[config.mk]
export PLATFORM = sky130hd
export DESIGN_NAME = fetch_unit
export DESIGN_NICKNAME = d
export VERILOG_FILES = /design/src/rtl/fetch_unit.sv
export SDC_FILE = /design/constraint.sdc
export NUM_CORES = 1
export LEC_CHECK = 0
export ABC_AREA = 1
export CORE_MARGIN = 2
export CORE_UTILIZATION = 35
export DETAILED_ROUTE_END_ITERATION = 8
export GPL_ROUTABILITY_DRIVEN = 0
export SLEW_MARGIN = 40
export SYNTH_ARGS = -nofsm -noshare
export SYNTH_HDL_FRONTEND = slang
export SYNTH_SLANG_ARGS = --single-unit
[constraint.sdc]
create_clock -name clk -period 3.1 [get_ports clk]
set_input_delay 0.775 -clock clk [delete_from_list [all_inputs] [get_ports clk]]
set_output_delay 0.775 -clock clk [all_outputs]
set_load 0.02 [all_outputs]
[src/rtl/fetch_unit.sv]
// rtl/fetch_unit.sv - RV64 instruction fetch: PC, one-outstanding imem request, instruction FIFO, redirect flush.
// Optional bubble counter behind FETCH_PERF_CNT_EN.
module fetch_unit #(
  parameter logic [63:0] RESET_PC   = 64'h0,
  parameter int          FIFO_DEPTH = 2
) (
  input  logic        clk,
  input  logic        reset,
  output logic        imem_req,
  output logic [63:0] imem_addr,
  input  logic        imem_ack,
  input  logic [31:0] imem_rdata,
  input  logic        redirect,
  input  logic [63:0] redirect_pc,
  output logic [31:0] inst,
  output logic [63:0] inst_pc,
  output logic        inst_valid,
`ifdef FETCH_PERF_CNT_EN
  output logic [31:0] bubble_cnt,
`endif
  input  logic        inst_ready
);

  localparam int AW = $clog2(FIFO_DEPTH);
  localparam int CW = AW + 1;
  localparam logic [CW-1:0] DEPTH_C    = CW'(FIFO_DEPTH);
  localparam logic [63:0]   RESET_PC_A = {RESET_PC[63:2], 2'b00};

  typedef enum logic [1:0] {IDLE, REQ, DROP} state_t;

  state_t        state_q, state_d;
  logic [63:0]   fetch_pc_q, fetch_pc_d;
  logic [63:0]   addr_q, addr_d;
  logic          req_q, req_d;
  logic [CW-1:0] count_q, count_d;
  logic [AW-1:0] rptr_q, rptr_d;
  logic [AW-1:0] wptr_q, wptr_d;
  logic [31:0]   inst_mem_q [FIFO_DEPTH];
  logic [63:0]   pc_mem_q   [FIFO_DEPTH];
  logic          push, pop;
  logic          unused_rpc_lsb;

  assign unused_rpc_lsb = ^redirect_pc[1:0];

  assign inst_valid = (count_q != '0);
  assign inst       = inst_mem_q[rptr_q];
  assign inst_pc    = pc_mem_q[rptr_q];
  assign imem_req   = req_q;
  assign imem_addr  = addr_q;

  // Redirect suppresses both FIFO ports; the stale response is never buffered.
  assign pop  = inst_valid & inst_ready & ~redirect;
  assign push = (state_q == REQ) & imem_ack & ~redirect;

  always_comb begin
    state_d    = state_q;
    fetch_pc_d = fetch_pc_q;
    addr_d     = addr_q;
    count_d    = count_q + CW'(push) - CW'(pop);
    rptr_d     = rptr_q + AW'(pop);
    wptr_d     = wptr_q + AW'(push);
    if (redirect) begin
      count_d    = '0;
      rptr_d     = wptr_q;
      fetch_pc_d = {redirect_pc[63:2], 2'b00};
      // An unanswered request cannot be withdrawn, so wait out its ack in DROP.
      state_d    = ((state_q != IDLE) && !imem_ack) ? DROP : IDLE;
    end else begin
      case (state_q)
        IDLE: begin
          if ((count_q - CW'(pop)) < DEPTH_C) begin
            state_d = REQ;
            addr_d  = fetch_pc_q;
          end
        end
        REQ: begin
          if (imem_ack) begin
            fetch_pc_d = fetch_pc_q + 64'd4;
            if ((count_q + CW'(1) - CW'(pop)) < DEPTH_C) begin
              state_d = REQ;
              addr_d  = fetch_pc_q + 64'd4;
            end else begin
              state_d = IDLE;
            end
          end
        end
        DROP: begin
          if (imem_ack) begin
            state_d = REQ;
            addr_d  = fetch_pc_q;
          end
        end
        default: state_d = IDLE;
      endcase
    end
    req_d = (state_d != IDLE);
  end

  always_ff @(posedge clk or negedge reset) begin
    if (!reset) begin
      state_q    <= IDLE;
      fetch_pc_q <= RESET_PC_A;
      addr_q     <= RESET_PC_A;
      req_q      <= 1'b0;
      count_q    <= '0;
      rptr_q     <= '0;
      wptr_q     <= '0;
      for (int i = 0; i < FIFO_DEPTH; i++) begin
        inst_mem_q[i] <= '0;
        pc_mem_q[i]   <= '0;
      end
    end else begin
      state_q    <= state_d;
      fetch_pc_q <= fetch_pc_d;
      addr_q     <= addr_d;
      req_q      <= req_d;
      count_q    <= count_d;
      rptr_q     <= rptr_d;
      wptr_q     <= wptr_d;
      if (push) begin
        inst_mem_q[wptr_q] <= imem_rdata;
        pc_mem_q[wptr_q]   <= fetch_pc_q;
      end
    end
  end

`ifdef FETCH_PERF_CNT_EN
  logic [31:0] bubble_q;

  assign bubble_cnt = bubble_q;

  always_ff @(posedge clk or negedge reset) begin
    if (!reset) begin
      bubble_q <= '0;
    end else if (inst_ready && !inst_valid && (bubble_q != 32'hFFFF_FFFF)) begin
      bubble_q <= bubble_q + 32'd1;
    end
  end
`endif

endmodule

==> results by group, run 1 <==
Placement
  • Buffers added on ports: 256
  • Dpl cell area: 19600 um^2
  • Pre-CTS setup slack: ~0.37 ns
  • Post-detail-place hpwl: 39.1 mm

Synth
  • Yosys warnings: 0
  • Sequential fraction of the synthesis area: 48.8%
  • Largest area contributor in the netlist: dfrtp_1
  • Largest family of logic cells by synthesized area: simple AND/OR/NAND/NOR gates
  • Synth cell types: 38
  • Mux cell area share after synthesis: 2.87%
  • Mapped Cells: 2160
  • Synth Area in XOR/XNOR: under 10%
  • Post-Synth Adder-Cell Area: 0.383%
  • Synth top area cells: dfrtp_1 49%, nand2_1 18%, o21ai_0 6.6%
  • Share of the synthesized area in the top cell type: 48.8%
  • Mapped Area: 16400 um^2
  • Avg Cell Area, Syn: 7.57 um^2
  • Simple-gate share of the synthesized area: approximately 29%
  • Synthesis-stage register bit count: 319
  • Post-synthesis compound-gate area fraction: between 10% and 20%

Clock network
  • # hold bufs at CTS: 0
  • Worst-path clk slew: 0.06 ns
  • CTS Buf Count: 38
  • Clock root buffer: clkbuf_16
  • CTS tree: done
  • H-tree depth: 2
  • Clock buffer depth: 3
  • Clock Sinks: around 320
  • Skew-Pair Late Insertion Delay: about 0.56 ns

Worst setup path
  • Reg2Reg Depth: 9
  • Req. time, crit path: 2.32 ns
  • Crit Path Max Fanout: 10
  • Crit path DAT: 2.31 ns
  • Critical path class: reg2out
  • Max incr delay on CP: 0.67 ns
  • Reg2Reg Setup Slack: slightly above 0.8 ns
  • Reg2reg end: imem_addr[55]
  • Reg2reg start: fetch_pc_q[21]
  • WP buf/inv: 2
  • Critical path's top delay family: buffers and inverters
  • Setup crit start kind: register
  • Worst-path cell chain: buf_4 -> o21ai_1 -> clkdlybuf4s50_1
  • Critical-path top delay cell: clkdlybuf4s50_1
  • CP endpoint kind: output port

Timing
  • RSZ-0062 raised after global routing: false
  • Final Hold Viols: 0
  • Pins Over Slew Limit: 0
  • Final setup margin: 0.0105 ns
  • Final min period: 3.09 ns
  • Final setup TNS: 0 ns
  • Finish-stage setup viols: 0
  • Slew margin rel.: roughly 52%
  • Slew @ Worst Pin: about 0.7 ns
  • Clock Skew: 0.0224 ns
  • Period Utilization, post-route: between 90% and 100%
  • Max Clk Rate: 324 MHz

Floorplan
  • I/O Pins: 263
  • Die width: 220 um
  • Starting Density: 35.3%
  • Site row count: 79
  • Die ar.: roughly 48000 um^2
  • Die Y-Extent: 220 um
  • Core ar.: 46400 um^2

Layout
  • Layout Utilization: 44.9%
  • Fraction of layout cells with a size suffix above 1: 7.74%
  • Commonest non-fill, non-tap cell in the layout: nand2_1
  • Final antenna diode count: 0
  • Most frequent cells in the layout: 787 x nand2_1, 318 x dfrtp_1, 204 x clkdlybuf4s50_1
  • Area delta synth->final: 27.2%
  • Final #Nets: 2484
  • Fin area: 20800 um^2

Routing
  • DRT iter0 DRCs: 1339
  • DR vias/cell: 5.00
  • Remaining antenna violation count: 0
  • Drt pass-1 iters: 5
  • Drt drc: 0
  • Via count: 15054
  • Wirelength, routed: 54.5 mm
  • DR WL/cell: roughly 18 um

Global routing
  • Gr ovfl total: 0
  • Total GRT Usage: a little under a quarter
  • Initial antenna violation count: 0
  • Pin count of the biggest net entering global routing: 111
  • Vias in the first global route: 14495
  • First-pass GRT wire length: roughly 84 mm

Run
  • Max-cap violations: 0

Status
  • Outcome: finished clean

Power and ir drop
  • PwrDens: 880 nW/um^2
  • Power, Total: 0.0183 W
  • Max VDD drop: 0.000553 V
  • Pleak: 9.52 nW

Worst hold path
  • Hold Crit Class: in2async
synth_stat cells (all sizes together):
cell	instances
a31oi	1
o221ai	5
nand2	800
clkbuf	68
o21bai	1
buf	46
a211oi	2
nor2	214
clkinv	2
dfrtp	319
o21ai	223
ha	5
mux2i	3
and2	8
nand4	12
xor2	17
a21oi	55
o211ai	34
nor3	3
mux2	39
xnor2	5
inv	187
nand3	110
conb	1
cell families (layout without fill, tap and decap cells):
kind of cell    after synthesis  count (layout)
flops                       319             319
other cells                   1               4
buf+inv                     303             542
compound gates              321             321
mux                          42              42
simple gates               1147            1147
xor+xnor                     22              22
fa+ha+maj                     5               5
stage by stage:
| step | hold slack (ns) | std cells |
|---|---|---|
| after floorplan | 0.479 | 2163 |
| after global placement | 0.468 | 2943 |
| after detailed placement | 0.468 | 2943 |
| after CTS | 0.215 | 3009 |
| after global routing | 0.224 | 3009 |
| final | 0.194 | 3009 |
routing by layer:
metal  vias to the layer above  part of all wire, %  global-route usage, %  wire length, um
li1                       7249                    -                      -                -
met1                      7214                   46                   32.4            24800
met2                       512                   45                   35.5            24600
met3                        79                  6.6                   3.38             3610
met4                         0                  2.6                   6.31             1400
met5                         -                    0                      0                0
state kept, by name, summed over array words and instances, names as in the netlist, 2 cells and up:
signal and count:
count_q 2, fetch_pc_q 62, imem_addr 62, inst_mem_q 64
pc_mem_q 124, state_q 2
worst max-delay path by stage:
stage,start,depth (start not counted),slack [ns],end
floorplan,imem_ack,11,0.59,inst_mem_q[32]
finish,rptr_q,3,0.01,inst_pc[25]
detailed placement,rptr_q,4,0.37,inst[22]
CTS,rptr_q,3,0.002,inst_pc[27]
global placement,rptr_q,3,0.41,inst_pc[13]
global route,rptr_q,3,0.002,inst_pc[29]
power breakdown:
part / internal (W) / switching [W]
clock: 0.00260 / 0.00178
sequential: 0.00577 / 0.000855
combinational: 0.00299 / 0.00432
total: 0.0114 / 0.00696
area by class of cell:
type	instances	area, um^2
Fill cell	4634	25600
Sequential cell	319	7990
Multi-Input combinational cell	1541	7190
Timing Repair Buffer	289	2960
Clock buffer	56	1090
Tap cell	607	759
Inverter	189	709
Clock inverter	8	111
worst register-to-register path, delay by kind of cell, from the launching register on:
family / cells / cell delay (ns)
simple gates: 9 / 1.65
flops: 1 / 0.52
what timing repair did:
| action | in CTS | in global routing |
|---|---|---|
| setup endpoints to repair | 73 | 13 |
| pin swaps | 0 | 0 |
| gates resized for setup | 48 | 13 |
| setup buffers | 2 | 0 |
No activity file was read; power rests on OpenSTA's default activity.
==> inputs of run 2 (changes only) <==
Settings changed: CORE_ASPECT_RATIO set to 1.2, CORE_UTILIZATION 35 to 39.
==> run 2 against run 1 <==
Net effect: largest power group unchanged; worst hold slack worse by 0.019 ns; power down 2.0%; core utilization is 4.8 points higher; die area decreased by 10%; first-iteration DRC count shrank 31%; via count fell by 0.54%; cell area down 0.76%; global-route usage rose by 1.5 points; sequential power barely moved.
==> results by group, run 2 (same netlist as run 1, synthesis figures left out) <==
Run
  • Max-cap violations: 0 (unchanged)

Timing
  • Clock Skew: 0.0284 ns (+0.00596 ns)
  • Final Hold Viols: 0 (unchanged)
  • Max Clk Rate: 328 MHz (+1.4%)
  • Period Utilization, post-route: 98.2% (-1.4 points)
  • RSZ-0062 raised after global routing: false
  • Final setup TNS: 0 ns (unchanged)
  • Pins Over Slew Limit: 0 (unchanged)
  • Final min period: 3.05 ns (-0.0438 ns)
  • Slew @ Worst Pin: 0.777 ns (+0.0593 ns)
  • Slew margin rel.: 48.2% (-4.0 points)
  • Finish-stage setup viols: 0 (unchanged)

Global routing
  • Vias in the first global route: 14668 (+1.2%)
  • Pin count of the biggest net entering global routing: 105 (-5.4%)
  • First-pass GRT wire length: 82.4 mm (-2.0%)
  • Initial antenna violation count: 0 (unchanged)
  • Gr ovfl total: 0 (unchanged)
  • Total GRT Usage: 24.1% (+1.5 points)

Placement
  • Post-detail-place hpwl: 37.2 mm (-4.9%)
  • Buffers added on ports: 256 (unchanged)

Power and ir drop
  • PwrDens: 869 nW/um^2 (-1.3%)
  • Max VDD drop: 0.000494 V (-11%)
  • Pleak: 9.52 nW (about the same)

Routing
  • Via count: 14973 (-0.54%)
  • Remaining antenna violation count: 0 (unchanged)
  • Wirelength, routed: 52.2 mm (-4.1%)
  • DR WL/cell: 17.7 um (-2.0%)
  • Drt drc: 0 (unchanged)
  • DR vias/cell: 5.09 (+1.7%)
  • Drt pass-1 iters: 6 (+1)
  • DRT iter0 DRCs: 929 (-31%)

Worst setup path
  • Worst-path cell chain: buf_12 -> o21ai_0 -> clkdlybuf4s50_1
  • CP endpoint kind: output port
  • Max incr delay on CP: 0.65 ns (-0.02 ns)
  • Req. time, crit path: 2.32 ns (about the same)
  • Critical-path top delay cell: clkdlybuf4s50_1
  • Critical path class: reg2out
  • Crit Path Max Fanout: 32 (+22)
  • Setup crit start kind: register
  • Crit path DAT: 2.27 ns (-0.04 ns)

Layout
  • Commonest non-fill, non-tap cell in the layout: nand2_1
  • Final #Nets: 2478 (-0.24%)
  • Final antenna diode count: 0 (unchanged)
  • Reg with most FFs: pc_mem_q
  • Area delta synth->final: 26.3%
  • Fraction of layout cells with a size suffix above 1: 7.59% (-0.15 points)
  • Layout Utilization: 49.7% (+4.8 points)
  • Top Registers: pc_mem_q x124, inst_mem_q x64
  • Most frequent cells in the layout: 787 x nand2_1, 318 x dfrtp_1, 206 x o21ai_0
  • Largest register FFs: 124 (unchanged)

Worst hold path
  • Hold Crit Class: in2async

Clock network
  • CTS tree: done
  • CTS Buf Count: 36 (-5.3%)
  • Worst-path clk slew: 0.06 ns (about the same)
  • Clock root buffer: clkbuf_16
  • Clock buffer depth: 3 (unchanged)
  • Skew-Pair Late Insertion Delay: 0.55 ns (about the same)
  • Clock Sinks: 319 (unchanged)
  • # hold bufs at CTS: 0 (unchanged)
  • H-tree depth: 2 (unchanged)

Floorplan
  • Die Y-Extent: 228 um (+3.7%)
  • Site row count: 82 (+3.8%)
  • Die width: 191 um (-13%)
  • Starting Density: 39.4% (+4.1 points)
  • Die ar.: 43600 um^2 (-10%)
  • I/O Pins: 263 (unchanged)
  • Core ar.: 41600 um^2 (-10%)

Status
  • Outcome: finished clean
[run 2: layout make-up]
type / instances / area (um^2)
fill: 4062 / 20900
sequential: 319 / 7990
multi-input combinational: 1541 / 7190
timing repair buffer: 285 / 2930
clock buffer: 56 / 1090
inverter: 189 / 709
tap: 546 / 683
clock inverter: 8 / 53.8
[run 2: worst paths after layout]
| kind | from | endpoint | slack (ns) | cells after the start |
|---|---|---|---|---|
| setup / recovery | rptr_q | inst_pc[37] | 0.05 | 3 |
| hold / removal | reset | inst_mem_q[59] | 0.18 | 1 |
| setup reg to reg | fetch_pc_q[2] | imem_addr[22] | 0.83 | 10 |
| hold reg to reg | imem_addr[62] | imem_addr[62] | 0.48 | 2 |
| max in group asynchronous | reset | pc_mem_q[14] | 2.06 | 2 |
| min in group clk | imem_addr[62] | imem_addr[62] | 0.48 | 2 |
[run 2: repair_timing]
item | in CTS | in global routing
gates resized for setup | 52 | 16
cloned | 0 | 0
setup buffers | 3 | 0
pin swaps | 0 | 0
endpoints found under the setup margin | 85 | 23
[run 2: routing by layer]
layer	global-route usage, %	part of all wire, %	up-vias	routed length [um]
met5	0	0	-	0
met4	9.45	3.8	0	2000
met3	3.61	6.4	100	3360
met2	39.7	47	512	24700
met1	31.8	43	7100	22200
li1	-	-	7261	-
[run 2: critical path: cells and delay by family, from the launching register on]
| family | cells | cell delay (ns) |
|---|---|---|
| buffers and inverters | 2 | 0.87 |
| DFF | 1 | 0.60 |
| AOI/OAI and AO/OA | 1 | 0.25 |
[run 2: metrics by stage]
stage / setup slack (ns) / cells / power, W / instance area (um^2) / hold WS, ns
2_1_floorplan: 0.590 / 2163 / 0.0106 / 16400 / 0.479
4_1_cts: -0.0389 / 2944 / 0.0182 / 20600 / 0.182
3_5_place_dp: 0.248 / 2877 / 0.0142 / 19500 / 0.464
6_report: 0.0543 / 2944 / 0.0179 / 20600 / 0.175
3_3_place_gp: 0.262 / 2877 / 0.0140 / 19500 / 0.462
5_1_grt: 0.00333 / 2944 / 0.0191 / 20600 / 0.193
[run 2: power breakdown]
group | switching, W | internal (W)
clock network | 0.00175 | 0.00242
logic | 0.00422 | 0.00295
registers | 0.000848 | 0.00577
==> inputs of run 3 (changes only) <==
Settings changed: CORE_UTILIZATION 39 to 30, GPL_TIMING_DRIVEN set to 0.
==> run 3 against run 2 <==
Net effect: register-to-register slack worse by 0.62 ns; count of clock-buffer cells in the layout down 5; clock skew down 0.0085 ns; critical endpoint is now inst_pc[29]; maximum frequency up 1.9%; via count up 6.0%.
==> results by group, run 3 (same netlist as run 1, synthesis figures left out) <==
Status
  • Outcome: finished clean

Timing
  • Pins Over Slew Limit: 0 (unchanged)
  • Max Clk Rate: 334 MHz (+1.9%)
  • Slew margin rel.: 48.7% (+0.53 points)
  • Clock Skew: 0.0199 ns (-0.00847 ns)
  • Hold Slack: 0.113 ns (-0.0622 ns)
  • Final min period: 2.99 ns (-0.0560 ns)
  • Slew @ Worst Pin: 0.769 ns (-0.00799 ns)
  • Final Hold Viols: 0 (unchanged)
  • Period Utilization, post-route: 96.4% (-1.8 points)
  • Finish-stage setup viols: 0 (unchanged)

Routing
  • DR WL/cell: 19.4 um (+9.2%)
  • DR vias/cell: 4.96 (-2.6%)
  • Drt drc: 0 (unchanged)
  • DRT iter0 DRCs: 1513 (+63%)
  • Via count: 15871 (+6.0%)
  • Remaining antenna violation count: 0 (unchanged)
  • Wirelength, routed: 62.1 mm (+19%)
  • Drt pass-1 iters: 6 (unchanged)

Worst setup path
  • Critical-path top delay cell: dlygate4sd2_1
  • Req. time, crit path: 2.32 ns (about the same)
  • Reg2Reg Setup Slack: 0.21 ns (-0.62 ns)
  • CP Depth: 6 (+3)
  • Critical path class: reg2out
  • Crit Path Max Fanout: 11 (-66%)
  • WP buf/inv: 4 (+2)
  • Max incr delay on CP: 0.39 ns (-0.26 ns)
  • Crit path DAT: 2.21 ns (-0.06 ns)
  • Setup crit start kind: register
  • Reg2Reg Depth: 12 (+2)
  • Reg2reg end: inst_mem_q[47]
  • Worst-path cell chain: buf_8 -> clkbuf_16 -> clkbuf_2 -> nand2_1 -> o21ai_0 -> dlygate4sd2_1
  • CP endpoint kind: output port
  • Reg2reg start: state_q[0]
  • Critical path's top delay family: buffers and inverters

Floorplan
  • Core ar.: 53800 um^2 (+29%)
  • Starting Density: 30.4% (-8.9 points)
  • Die width: 217 um (+14%)
  • Site row count: 93 (+13%)
  • Die Y-Extent: 260 um (+14%)
  • I/O Pins: 263 (unchanged)
  • Die ar.: 56400 um^2 (+29%)

Global routing
  • Vias in the first global route: 15777 (+7.6%)
  • Total GRT Usage: 21.8% (-2.2 points)
  • Initial antenna violation count: 3 (+3)
  • Pin count of the biggest net entering global routing: 75 (-29%)
  • First-pass GRT wire length: 94.4 mm (+15%)
  • GRT Max-Usage Layer: met2
  • Met2 usage in global routing: 36.7% (-3.0 points)
  • Gr ovfl total: 0 (unchanged)
  • Met3 Use GR: 3.84% (+0.23 points)
  • GRT met1 Usage: 27.7% (-4.0 points)

Layout
  • Final #Nets: 2567 (+3.6%)
  • Reg with most FFs: pc_mem_q
  • Fraction of layout cells with a size suffix above 1: 9.08% (+1.5 points)
  • Post-Layout Cell Count: 3203 (+8.8%)
  • Largest register FFs: 124 (unchanged)
  • Most frequent cells in the layout: 787 x nand2_1, 319 x dfrtp_1, 215 x o21ai_0
  • Top Registers: pc_mem_q x124, inst_mem_q x64
  • Area delta synth->final: 29.3%
  • Commonest non-fill, non-tap cell in the layout: nand2_1

Power and ir drop
  • Pleak: 9.69 nW (+1.9%)
  • PwrDens: 874 nW/um^2 (+0.59%)
  • Max VDD drop: 0.000447 V (-9.6%)

Placement
  • Post-detail-place hpwl: 47.8 mm (+29%)
  • Buffers added on ports: 256 (unchanged)
  • Cell Count Post-Placement: 3135 (+9.0%)

Clock network
  • H-tree depth: 2 (unchanged)
  • Clock Sinks: 319 (unchanged)
  • CTS tree: done
  • CTS Buf Count: 37 (+2.8%)
  • Clock root buffer: clkbuf_16
  • Clock buffer depth: 3 (unchanged)
  • Skew-Pair Late Insertion Delay: 0.56 ns (about the same)
  • Worst-path clk slew: 0.06 ns (about the same)
  • # hold bufs at CTS: 0 (unchanged)

Worst hold path
  • Hold Crit Class: in2async

Run
  • Max-cap violations: 0 (unchanged)
-- run 3: cell count changes in the layout (fill, tap and decap cells not counted), sizes merged, moves of 4 or more --
cell / before / now
clkbuf: 56 / 127
clkdlybuf4s50: 196 / 161
dlygate4sd2: 43 / 77
buf: 31 / 55
dlymetal6s2s: 15 / 0
bufinv: 0 / 4
-- run 3: repair_timing --
action	in CTS	in global routing
buffers inserted	0	0
setup endpoints to repair	243	166
resized for setup	141	36
-- run 3: worst max path at each step --
| stage | start | to |
|---|---|---|
| 3_5_place_dp | imem_ack | inst_mem_q[61] |
| 6_report | rptr_q | inst_pc[29] |
| 4_1_cts | rptr_q | inst_pc[58] |
| 3_3_place_gp | reset | pc_mem_q[38] |
| 2_1_floorplan | imem_ack | inst_mem_q[32] |
| 5_1_grt | state_q[0] | pc_mem_q[69] |
-- run 3: cell type report --
class,count,area (um^2)
fill,5572,32600
sequential,319,7980
multi-input combinational,1541,7170
timing repair buffer,260,2510
clock buffer,51,1080
tap,712,891
inverter,189,709
buffer,113,592
clock inverter,15,195
antenna,3,7.51
-- run 3: metrics by stage --
stage | utilization [%] | area, um^2 | worst slack (ns) | total power [W] | TNS (ns)
floorplan | - | 16400 | 0.590 | 0.0106 | 0
global placement | 36.9 | 19800 | -12.63 | 0.0143 | -4321.84
detailed placement | 37.1 | 19900 | -1.13 | 0.0145 | -179.14
CTS | 39.4 | 21200 | 0.000607 | 0.0187 | 0
global route | 39.3 | 21100 | -0.0255 | 0.0196 | -0.155
finish | 39.3 | 21100 | 0.110 | 0.0185 | 0
-- run 3: report_power, final --
group	switching [W]	internal, W	total (W)
clock network	0.00186	0.00279	0.00465
logic	0.00458	0.00265	0.00724
registers	0.000833	0.00576	0.00660
-- run 3: per-layer routing --
| layer | routed length (um) | up-vias | share of wire (%) |
|---|---|---|---|
| li1 | - | 7433 | - |
| met1 | 26100 | 7673 | 42 |
| met2 | 29300 | 627 | 47 |
| met3 | 4110 | 136 | 6.6 |
| met4 | 2630 | 2 | 4.2 |
| met5 | 13 | - | 0.021 |
